<file path="config.mk">
export PLATFORM = sky130hd
export DESIGN_NAME = gyro_frame_asm
export DESIGN_NICKNAME = d
export VERILOG_FILES = /design/src/rtl/gyro_frame_asm.sv
export SDC_FILE = /design/constraint.sdc
export NUM_CORES = 1
export LEC_CHECK = 0
export CAP_MARGIN = 20
export CORE_ASPECT_RATIO = 1.4
export CORE_UTILIZATION = 58
export CTS_BUF_LIST = sky130_fd_sc_hd__clkbuf_8
export DETAILED_ROUTE_END_ITERATION = 7
export PLACE_DENSITY = 0.77
export SYNTH_ARGS = -nofsm -noshare
export SYNTH_HDL_FRONTEND = slang
export SYNTH_SLANG_ARGS = --single-unit
</file>
<file path="constraint.sdc">
create_clock -name clk -period 11 [get_ports clk]
set_input_delay 2.2 -clock clk [delete_from_list [all_inputs] [get_ports clk]]
set_output_delay 2.2 -clock clk [all_outputs]
set_load 0.05 [all_outputs]
</file>
<file path="src/rtl/gyro_frame_asm.sv">
// Gyro burst-frame assembler: packs six big-endian bytes into X/Y/Z rates, calibrates
// a zero-rate bias over 2^CAL_SHIFT frames, then emits bias-corrected saturated samples.
// Optional feature: define GYRO_DEADBAND_EN to zero outputs with |corr| <= DEADBAND.
module gyro_frame_asm #(
  parameter int CAL_SHIFT = 4,
  parameter int DEADBAND  = 2
) (
  input  logic               clk,
  input  logic               rst,
  input  logic [7:0]         byte_in,
  input  logic               byte_valid,
  input  logic               frame_start,
  input  logic               cal_req,
  output logic signed [15:0] pitch_gyro,
  output logic signed [15:0] roll_gyro,
  output logic signed [15:0] yaw_gyro,
  output logic               gyro_oe,
  output logic               cal_done,
  output logic               frame_err
);
  localparam int AW   = 16 + CAL_SHIFT;
  localparam int NFRM = 1 << CAL_SHIFT;

  typedef enum logic {S_CAL, S_RUN} state_t;

  // Byte assembly
  logic [4:0][7:0] buf_q, buf_d;
  logic [2:0]      idx_q, idx_d;
  logic            open_q, open_d;
  logic            err_q, err_d;
  logic            fvld_q, fvld_d;
  logic [2:0][15:0] raw_q, raw_d;

  // Calibration / run datapath
  state_t          state_q, state_d;
  logic [2:0][AW-1:0] acc_q, acc_d;
  logic [2:0][15:0] bias_q, bias_d;
  logic [2:0][15:0] out_q, out_d;
  logic [CAL_SHIFT:0] fcnt_q, fcnt_d, fcnt_inc;
  logic            oe_q, oe_d;
  logic            cdone_q, cdone_d;
  logic            cal_last;

  logic signed [AW-1:0] acc_sum [3];
  logic [15:0]          bias_new [3];
  logic signed [16:0]   corr [3];
  logic [15:0]          res [3];

  function automatic logic [15:0] sat16(input logic signed [16:0] c);
    if (c[16] != c[15]) return c[16] ? 16'h8000 : 16'h7FFF;
    return c[15:0];
  endfunction

`ifdef GYRO_DEADBAND_EN
  localparam logic signed [15:0] DB = 16'(DEADBAND);
  function automatic logic [15:0] shape(input logic [15:0] s);
    if ($signed(s) >= -DB && $signed(s) <= DB) return 16'h0000;
    return s;
  endfunction
`else
  function automatic logic [15:0] shape(input logic [15:0] s);
    return s;
  endfunction
`endif

  always_comb begin
    buf_d  = buf_q;
    idx_d  = idx_q;
    open_d = open_q;
    err_d  = 1'b0;
    fvld_d = 1'b0;
    raw_d  = raw_q;
    if (byte_valid) begin
      if (frame_start) begin
        // open implies idx in 1..5, so a restart here always aborts a partial frame
        err_d    = open_q;
        buf_d[0] = byte_in;
        idx_d    = 3'd1;
        open_d   = 1'b1;
      end else if (open_q) begin
        if (idx_q == 3'd5) begin
          fvld_d = ~cal_req;
          raw_d  = {{buf_q[4], byte_in}, {buf_q[2], buf_q[3]}, {buf_q[0], buf_q[1]}};
          idx_d  = 3'd0;
          open_d = 1'b0;
        end else begin
          buf_d[idx_q] = byte_in;
          idx_d        = idx_q + 3'd1;
        end
      end
    end
  end

  for (genvar a = 0; a < 3; a++) begin : g_ax
    assign acc_sum[a]  = $signed(acc_q[a]) + $signed({{CAL_SHIFT{raw_q[a][15]}}, raw_q[a]});
    assign bias_new[a] = 16'(acc_sum[a] >>> CAL_SHIFT);
    assign corr[a]     = $signed({raw_q[a][15], raw_q[a]}) - $signed({bias_q[a][15], bias_q[a]});
    assign res[a]      = shape(sat16(corr[a]));
  end

  assign fcnt_inc = fcnt_q + 1'b1;
  assign cal_last = (fcnt_inc == NFRM[CAL_SHIFT:0]);

  always_ff @(posedge clk or posedge rst) begin
    if (rst) state_q <= S_CAL;
    else     state_q <= state_d;
  end

  always_comb begin
    state_d = state_q;
    if (cal_req)                                   state_d = S_CAL;
    else if (state_q == S_CAL && fvld_q && cal_last) state_d = S_RUN;
  end

  always_comb begin
    acc_d   = acc_q;
    bias_d  = bias_q;
    out_d   = out_q;
    fcnt_d  = fcnt_q;
    cdone_d = cdone_q;
    oe_d    = 1'b0;
    if (cal_req) begin
      acc_d   = '0;
      fcnt_d  = '0;
      cdone_d = 1'b0;
    end else if (fvld_q) begin
      if (state_q == S_CAL) begin
        if (cal_last) begin
          for (int a = 0; a < 3; a++) bias_d[a] = bias_new[a];
          cdone_d = 1'b1;
          acc_d   = '0;
          fcnt_d  = '0;
        end else begin
          for (int a = 0; a < 3; a++) acc_d[a] = acc_sum[a];
          fcnt_d = fcnt_inc;
        end
      end else begin
        for (int a = 0; a < 3; a++) out_d[a] = res[a];
        oe_d = 1'b1;
      end
    end
  end

  always_ff @(posedge clk or posedge rst) begin
    if (rst) begin
      buf_q   <= '0;
      idx_q   <= '0;
      open_q  <= 1'b0;
      err_q   <= 1'b0;
      fvld_q  <= 1'b0;
      raw_q   <= '0;
      acc_q   <= '0;
      bias_q  <= '0;
      out_q   <= '0;
      fcnt_q  <= '0;
      oe_q    <= 1'b0;
      cdone_q <= 1'b0;
    end else begin
      buf_q   <= buf_d;
      idx_q   <= idx_d;
      open_q  <= open_d;
      err_q   <= err_d;
      fvld_q  <= fvld_d;
      raw_q   <= raw_d;
      acc_q   <= acc_d;
      bias_q  <= bias_d;
      out_q   <= out_d;
      fcnt_q  <= fcnt_d;
      oe_q    <= oe_d;
      cdone_q <= cdone_d;
    end
  end

  assign roll_gyro  = out_q[0];
  assign pitch_gyro = out_q[1];
  assign yaw_gyro   = out_q[2];
  assign gyro_oe    = oe_q;
  assign cal_done   = cdone_q;
  assign frame_err  = err_q;
endmodule

</file>
==> impl_metrics.yaml, run 1 <==
sta:
  finalCriticalPeriod_ps: 4340
  setup_tns_ps: 0
  hold_viol: 0
  skew_ps: 22.6
  post-route-period-util_pct: 39.4
  rsz0062_at_grt: "no"
  fin_ws_ps: 6660
  fmax_ghz: 0.231
  setup_viol: 0
  worst_pin_slew_ps: 910
  slew_headroom_pct: 39.3
  maxSlewViolCount: 0
floorplanning:
  io_pins: 64
  initial_core_util_pct: 58.8
  die_area_sq_um: 27800
  core_area_sq_um: 26700
  dieHeight_um: 197
  rows: 71
  die_x_um: 141
place:
  place_congestion: 0.915
  place.detailed.hpwl_um: 25900
  dpl.cell_count: 2018
  dp_worst_setup_slack_ps: 6090
  portBuffers: 63
pwr:
  peakVddDrop_mv: 0.187
  powerDensity_nw_per_um2: 236
  power_mw: 4.19
  leakagePower_nw: 8.40
clock_tree:
  insertion_delay_ps: 560
  ctsHtreeMaxLevel: 2
  postCtsResizedCells: 0
  cts_buffer_depth: 3
  clk_pin_slew_ps: 70
  ctsHoldBuffers: 0
  cts_tree: "built"
  cts_sinks: 258
  cts-buffers-inserted: 41
  root_buffer: "clkbuf_8"
  cts_setup_buffers: 0
synthesis:
  synth_edf_count: 0
  synth_top_area_share_pct: 41.0
  avgSynthCellArea_sq_um: 9.56
  ys_warn_count: 0
  syn_area_sq_um: 15700
  ys_ff_latch: 258
  synthFlopType: "dfrtp_1"
  synth.net_count: 1771
  yosys-top-cells-area: "dfrtp_1, ha_1, mux2_2, o21ai_0, nand2_1"
  ys_types: 79
  seq_area_frac_synth_pct: 41.0
  syn_inst: 1646
  ys_async_sr_fraction_pct: 100
  synth_top_cell_by_area: "dfrtp_1"
critical_path:
  worst_setup_path_start_kind: "input port"
  reg2reg_depth: 11
  crit_cells: 7
  crit_required_ps: 11430
  ff2ff_setup_slack_ps: 7750
  slowest_delay_ps: 580
  critPathKind: "in -> reg"
  crit_chain: "clkdlybuf4s50_1 > nand2_1 > or2_2 > nor2_1 > and3_2 > buf_4 > mux2_2"
  end_kind: "flop"
  critPathTopFamily: "simple AND/OR/NAND/NOR gates"
  cp_slowest_cell: "clkdlybuf4s50_1"
  startpoint: "byte_valid"
  reg2reg_to: "yaw_gyro[9]$_DFFE_PP0P_"
  crit_arrival_ps: 4760
  critPathBufInv: 2
  r2r-start: "raw_q[32]$_DFFE_PP0P_"
  cp_max_fo: 34
  worstSetupEndpoint: "raw_q[7]$_DFFE_PP0P_"
global_route:
  grt_max_degree: 174
  grt_antenna_before_repair: 0
  first_global_vias: 12200
  grt_pass1_wl_um: 60800
  use_met1_pct: 34.2
  grtUsageMet3_pct: 3.28
  globalRoute.totalOverflow: 0
  grt_usage_pct: 27.2
  grt.busiest_layer: "met2"
  grtUsageMet2_pct: 47.9
finish:
  drive_gt1_share_pct: 13.0
  nFillCells: 2091
  antennaDiodeCount: 0
  fin_cells: 2094
  register_area_sq_um: 6460
  area_growth_pct: 12.6
  nets: 1821
  multi_input_area_sq_um: 8670
route:
  dr.pass1.iters: 5
  totalWireLength_um: 36500
  vias_per_cell: 5.94
  drc: 0
  drt-initial-drc-count: 815
  ant_nets: 0
  routedWlPerCell_um: 17.4
  vias: 12400
run:
  maxCapViolations: 0
worst_hold_path:
  hp-class: "reg -> reg"
status:
  status: "finished, final reports clean"
==> registers in the layout, summed over array words and instances (netlist names) <==
register and count:
fvld_q 1, raw_q 48, fcnt_q 5, pitch_gyro 16, acc_q 60, frame_err 1
bias_q 48, yaw_gyro 16, idx_q 3, open_q 1, cal_done 1, gyro_oe 1
roll_gyro 16, buf_q 40, state_q 1
==> Yosys cell counts, drive strengths merged (4+ instances only) <==
| cell | count |
|---|---|
| o211ai | 8 |
| mux2i | 9 |
| nor2b | 15 |
| ha | 106 |
| fa | 6 |
| nand2 | 182 |
| nand4b | 4 |
| and3 | 14 |
| inv | 86 |
| nand4 | 12 |
| o221ai | 6 |
| xor2 | 26 |
| a21o | 34 |
| o311ai | 4 |
| o31ai | 10 |
| or2 | 8 |
| mux2 | 99 |
| a211oi | 16 |
| xnor2 | 42 |
| a31o | 6 |
| a22o | 39 |
| nor3 | 24 |
| o21ai | 179 |
| buf | 14 |
| a22oi | 5 |
| o22ai | 4 |
| o211a | 4 |
| nor2 | 92 |
| o2111ai | 6 |
| nor3b | 6 |
| o41ai | 4 |
| nand3 | 18 |
| a2111oi | 4 |
| maj3 | 16 |
| and2 | 4 |
| a31oi | 7 |
| clkbuf | 55 |
| nand2b | 19 |
| or3 | 6 |
| a21oi | 110 |
| o21a | 29 |
| o21bai | 12 |
| dfrtp | 258 |
==> final cells by class <==
class | instances | area share, %
Sequential cell | 258 | 36.4
Clock inverter | 16 | 1.28
Inverter | 86 | 1.86
Tap cell | 365 | 2.58
Multi-Input combinational cell | 1233 | 49.0
Timing Repair Buffer | 76 | 4.20
Clock buffer | 60 | 4.66
==> stage by stage <==
stage | area, sq um | hold slack [ps] | utilization [%]
global route | 17700 | 501 | 66.2
detailed placement | 16700 | 468 | 62.3
global placement | 16600 | 459 | 62.3
CTS | 17700 | 475 | 66.2
floorplan | 15700 | 444 | -
finish | 17700 | 471 | 66.2
==> where the power goes <==
group / switching (mW) / internal [mW] / total [mW]
Sequential: 0.141 / 1.09 / 1.23
Clock: 0.398 / 0.624 / 1.02
Combinational: 1.11 / 0.828 / 1.94
==> worst min-delay path, stage by stage, from the launching register on <==
cell and delay (ps):
dfrtp_1 340, nand2_1 40, o21ai_0 60
==> cell families after synthesis <==
kind of cell    Yosys count  synth area share (%)
compound gates          515                  21.2
xor+xnor                 69                  3.93
fa+ha+maj               128                  10.3
buf+inv                 155                  3.96
flops                   258                  41.0
mux                     108                  7.66
simple gates            413                  11.9
==> placed cells by master (no fill, tap or decap), types with 6 or more instances in the layout <==
cell and n:
o221ai_1 6, a21o_1 34, a31oi_1 7, or2_2 7
o21bai_1 11, nand2b_1 19, o21ai_0 163, inv_1 90
o211ai_1 8, mux2_2 99, and3_1 13, o2111ai_1 6
a31o_2 6, a211oi_1 16, nor2b_1 15, maj3_2 11
nand2_1 182, xnor2_1 42, nand3_1 18, nor2_1 90
a21oi_1 110, nand4_1 12, fa_1 6, xor2_1 26
dfrtp_1 258, o21a_1 29, clkbuf_8 60, ha_1 106
buf_4 11, mux2i_1 9, nor3_1 23, or3_1 6
o31ai_1 10, bufinv_16 6, nor3b_1 6, clkdlybuf4s50_1 63
o21ai_1 12, a22o_1 39
==> worst min-delay path by stage <==
stage	start	to	slack (ps)	cells past startpoint
global route	bias_q[16]$_DFFE_PP0P_	bias_q[16]$_DFFE_PP0P_	500	2
global placement	buf_q[7]$_DFFE_PP0P_	raw_q[15]$_DFFE_PP0P_	460	2
floorplan	buf_q[8]$_DFFE_PP0P_	raw_q[0]$_DFFE_PP0P_	440	2
CTS	buf_q[39]$_DFFE_PP0P_	raw_q[47]$_DFFE_PP0P_	480	2
finish	buf_q[39]$_DFFE_PP0P_	raw_q[47]$_DFFE_PP0P_	470	2
detailed placement	bias_q[16]$_DFFE_PP0P_	bias_q[16]$_DFFE_PP0P_	470	2
==> layer usage <==
metal | up-vias | share of wire (%)
li1 | 6041 | -
met1 | 6071 | 43
met2 | 258 | 50
met3 | 69 | 3.6
met4 | 0 | 3.1
met5 | - | 0
No activity file was read; power rests on OpenSTA's default activity.
==> inputs of run 2 (changes only) <==
Settings changed: PLACE_DENSITY 0.77 to 0.8.
Clock period 11 ns to 3.8 ns, I/O delays scaled along.
==> impl_metrics.yaml, run 2 (synthesized netlist as in run 1, its figures left out) <==
finish:
  layout.cells.most_common: "dfrtp_1"
  area_growth_pct: 12.4
  nFillCells: 2069
  antennaDiodeCount: 0
  largestRegisters: "acc_q (60), bias_q (48), raw_q (48)"
  nets: 1829
  layout_common_cells: "dfrtp_1, nand2_1, o21ai_0"
  regMostFlops: "acc_q"
  drive_gt1_share_pct: 13.0
  largest_reg_flops: 60
  fin_cells: 2098
sta:
  fin_ws_ps: 755
  worst_pin_slew_ps: 1090
  finalCriticalPeriod_ps: 3040
  hold_slack_ps: 476
  slew_headroom_pct: 27.6
  rsz0062_at_grt: "no"
  maxSlewViolCount: 0
  hold_viol: 0
  fmax_ghz: 0.328
  setup_tns_ps: 0
  post-route-period-util_pct: 80.1
  skew_ps: 26.7
  setup_viol: 0
floorplanning:
  die_x_um: 141
  core_area_sq_um: 26700
  rows: 71
  dieHeight_um: 197
  die_area_sq_um: 27800
  io_pins: 64
  initial_core_util_pct: 58.8
route:
  drc: 0
  dr.pass1.iters: 5
  routedWlPerCell_um: 17.7
  ant_nets: 0
  vias: 12700
  totalWireLength_um: 37200
  vias_per_cell: 6.05
  drt-initial-drc-count: 604
clock_tree:
  clk_pin_slew_ps: 70
  cts_setup_buffers: 0
  cts_sinks: 258
  cts_buffer_depth: 3
  postCtsResizedCells: 0
  insertion_delay_ps: 560
  ctsHoldBuffers: 0
  root_buffer: "clkbuf_8"
  cts_tree: "built"
  ctsHtreeMaxLevel: 2
  cts-buffers-inserted: 41
global_route:
  grt_pass1_wl_um: 61300
  grt_usage_pct: 27.7
  grt_max_degree: 74
  first_global_vias: 12600
  grt_antenna_before_repair: 0
  globalRoute.totalOverflow: 0
pwr:
  powerDensity_nw_per_um2: 664
  leakagePower_nw: 8.39
  peakVddDrop_mv: 0.413
critical_path:
  end_kind: "flop"
  critPathTopFamily: "compound AO/OA/AOI/OAI gates"
  crit_top_cell: "inv_1"
  crit_chain: "inv_1 > ha_1 > inv_1 > fa_1 > a21o_1 > a31oi_1 > o31ai_1 > o21bai_1 > a22o_1 > o21ai_0 > a31o_2"
  cp_slowest_cell: "a22o_1"
  worst_setup_path_start_kind: "flop"
  slowest_delay_ps: 590
  crit_required_ps: 4240
  critPathKind: "reg -> reg"
  crit_arrival_ps: 3490
  cp_max_fo: 17
  critPathBufInv: 2
run:
  maxCapViolations: 0
status:
  status: "finished, final reports clean"
place:
  portBuffers: 63
  dp_worst_setup_slack_ps: 704
  place.detailed.hpwl_um: 26400
  place_congestion: 0.918
  dpl.cell_count: 2026
worst_hold_path:
  hp-class: "reg -> reg"
-- run 2: cell count changes in the layout (fill, tap and decap cells not counted), sizes merged --
| cell | change |
|---|---|
| buf | +8 |
| clkbuf | -5 |
| bufinv | -3 |
| inv | +3 |
| clkinvlp | +1 |
-- run 2: through the flow --
step	total power [mW]	utilization [%]	cell area (sq um)
after floorplan	8.01	-	15700
after global placement	8.90	62.7	16800
after detailed placement	9.08	62.7	16800
after CTS	11.7	66.1	17700
after global routing	12.6	66.1	17700
final	11.7	66.1	17700
-- run 2: path summary, 6_finish.rpt --
check | slack [ps] | cells after the start | start | to
worst min-delay path | 480 | 2 | pitch_gyro[2]$_DFFE_PP0P_ | pitch_gyro[2]$_DFFE_PP0P_
worst max register to register | 760 | 11 | raw_q[32]$_DFFE_PP0P_ | yaw_gyro[9]$_DFFE_PP0P_
worst max-delay path | 760 | 11 | raw_q[32]$_DFFE_PP0P_ | yaw_gyro[9]$_DFFE_PP0P_
max in group asynchronous | 2180 | 3 | rst | cal_done$_DFFE_PP0P_
worst min register to register | 480 | 2 | pitch_gyro[2]$_DFFE_PP0P_ | pitch_gyro[2]$_DFFE_PP0P_
min in group asynchronous | 750 | 2 | rst | bias_q[17]$_DFFE_PP0P_
-- run 2: metal layers --
metal | vias to the layer above | wire length (um) | track usage (%)
li1 | 6053 | - | -
met1 | 6205 | 15100 | 32.2
met2 | 304 | 18700 | 49.4
met3 | 134 | 1410 | 3.47
met4 | 0 | 1940 | 15.3
met5 | - | 0 | 0
-- run 2: worst reg2reg max path, cell delays in order (launching register included) --
cell	delay, ps
dfrtp_1	380
inv_1	70
ha_1	160
inv_1	60
fa_1	390
a21o_1	210
a31oi_1	260
o31ai_1	170
o21bai_1	160
a22o_1	590
o21ai_0	210
a31o_2	280
-- run 2: final cells by class --
class	count	area (sq um)	area share [%]
clock buffers	55	757	4.28
clock inverters	17	151	0.856
inverters	86	327	1.85
multi-input cells	1233	8670	49.0
flip-flops and latches	258	6460	36.5
well taps	365	457	2.58
repair buffers	84	863	4.88
-- run 2: report_power, final --
part | switching (mW) | total, mW | internal, mW
registers | 0.400 | 3.55 | 3.15
clock network | 1.13 | 2.62 | 1.49
logic | 3.17 | 5.57 | 2.41
total | 4.69 | 11.7 | 7.05
==> inputs of run 3 (changes only) <==
Clock period 3.8 ns to 2.7 ns, I/O delays scaled along.
==> impl_metrics.yaml, run 3 (synthesized netlist as in run 1, its figures left out) <==
sta:
  post-route-period-util_pct: 97.9
  rsz0062_at_grt: "yes"
  worst_pin_slew_ps: 721
  slew_headroom_pct: 51.9
  maxSlewViolCount: 0
  fmax_ghz: 0.378
  skew_ps: 37.8
  hold_viol: 0
  setup_viol: 0
  finalCriticalPeriod_ps: 2640
  setup_tns_ps: 0
  hold_slack_ps: 295
route:
  drt-initial-drc-count: 732
  ant_nets: 0
  vias_per_cell: 6.05
  routedWlPerCell_um: 18.5
  drc: 0
  totalWireLength_um: 39800
  vias: 13000
  dr.pass1.iters: 7
finish:
  nets: 1885
  multi_input_area_sq_um: 8920
  nFillCells: 1983
  layout.cells.most_common: "dfrtp_1"
  register_area_sq_um: 6460
  drive_gt1_share_pct: 17.6
  layout_common_cells: "dfrtp_1, nand2_1, o21ai_0"
  area_growth_pct: 16.4
  largest_reg_flops: 60
  largestRegisters: "acc_q (60), bias_q (48), raw_q (48)"
  postLayoutCoreUtil_pct: 68.5
  regMostFlops: "acc_q"
floorplanning:
  dieHeight_um: 197
  die_area_sq_um: 27800
  io_pins: 64
  core_area_sq_um: 26700
  rows: 71
  initial_core_util_pct: 58.8
  die_x_um: 141
critical_path:
  end_kind: "flop"
  slowest_delay_ps: 430
  ff2ff_setup_slack_ps: 60
  crit_chain: "ha_1 > or2_1 > or3_1 > o22ai_4 > o21ai_1 > o41ai_2 > xnor2_1 > mux2_2"
  cp_slowest_cell: "dfrtp_1"
  reg2reg_depth: 8
  reg2reg_to: "bias_q[24]$_DFFE_PP0P_"
  critPathKind: "reg -> reg"
  worstSetupEndpoint: "bias_q[24]$_DFFE_PP0P_"
  cp_max_fo: 4
  startpoint: "raw_q[20]$_DFFE_PP0P_"
  crit_required_ps: 3140
  r2r-start: "raw_q[20]$_DFFE_PP0P_"
  crit_arrival_ps: 3080
  worst_setup_path_start_kind: "flop"
clock_tree:
  insertion_delay_ps: 570
  root_buffer: "clkbuf_8"
  cts-buffers-inserted: 41
  cts_buffer_depth: 3
  cts_tree: "built"
  ctsHtreeMaxLevel: 2
  cts_sinks: 258
  clk_pin_slew_ps: 70
place:
  place.detailed.hpwl_um: 28400
  portBuffers: 63
  place_congestion: 0.933
run:
  maxCapViolations: 0
global_route:
  grt_max_degree: 67
  grt_antenna_before_repair: 2
  globalRoute.totalOverflow: 0
  grt_pass1_wl_um: 65000
  grt_usage_pct: 29.5
  first_global_vias: 13300
pwr:
  peakVddDrop_mv: 0.501
  powerDensity_nw_per_um2: 955
  leakagePower_nw: 8.63
worst_hold_path:
  hp-class: "in -> async"
status:
  status: "finished, final reports clean"
## run 3: worst min-delay path by stage
stage | start | end
floorplan | buf_q[8]$_DFFE_PP0P_ | raw_q[0]$_DFFE_PP0P_
global placement | buf_q[39]$_DFFE_PP0P_ | raw_q[47]$_DFFE_PP0P_
detailed placement | buf_q[39]$_DFFE_PP0P_ | raw_q[47]$_DFFE_PP0P_
CTS | rst | bias_q[21]$_DFFE_PP0P_
global route | rst | bias_q[21]$_DFFE_PP0P_
finish | rst | bias_q[22]$_DFFE_PP0P_
## run 3: power by group
part | switching [mW] | internal, mW
Combinational | 4.97 | 4.19
Clock | 1.60 | 1.70
Sequential | 0.585 | 4.44
## run 3: layer usage
layer	vias up	global-route usage (%)	wire (um)
met5	-	0	16
met4	2	15.6	2040
met3	140	4.11	1830
met2	383	52.1	20100
met1	6335	34.5	15800
li1	6174	-	-
## run 3: what timing repair did
| action | in CTS | in global routing |
|---|---|---|
| hold endpoints to repair | 0 | 0 |
| hold buffers | 0 | 0 |
| gates resized for setup | 5 | 53 |
| pin swaps | 1 | 14 |
| buffers inserted | 0 | 9 |
| setup endpoints to repair | 4 | 58 |
## run 3: final cells by class
class	instances	share of cell area [%]
Timing Repair Buffer	140	7.41
Tap cell	365	2.49
Clock buffer	51	3.83
Sequential cell	258	35.3
Antenna cell	1	0.0137
Clock inverter	21	0.492
Inverter	86	1.78
Multi-Input combinational cell	1233	48.7
## run 3: stage by stage
stage / cells / total power, mW / area, sq um / setup slack (ps)
floorplan: 1646 / 11.3 / 15700 / -1240
global placement: 2073 / 13.2 / 17200 / 27.4
detailed placement: 2073 / 13.6 / 17200 / -11.4
CTS: 2145 / 17.0 / 18000 / 4.19
global route: 2154 / 18.7 / 18300 / -11.5
finish: 2155 / 17.5 / 18300 / 57.7
## run 3: critical path, delay by kind of cell, from the launching register on
kind	cells	cell delay, ps
AO/OA/AOI/OAI	3	770
XOR/XNOR	1	170
adder cells (fa/ha/maj)	1	250
multiplexers	1	280
flip-flops	1	430
AND/OR/NAND/NOR	2	620
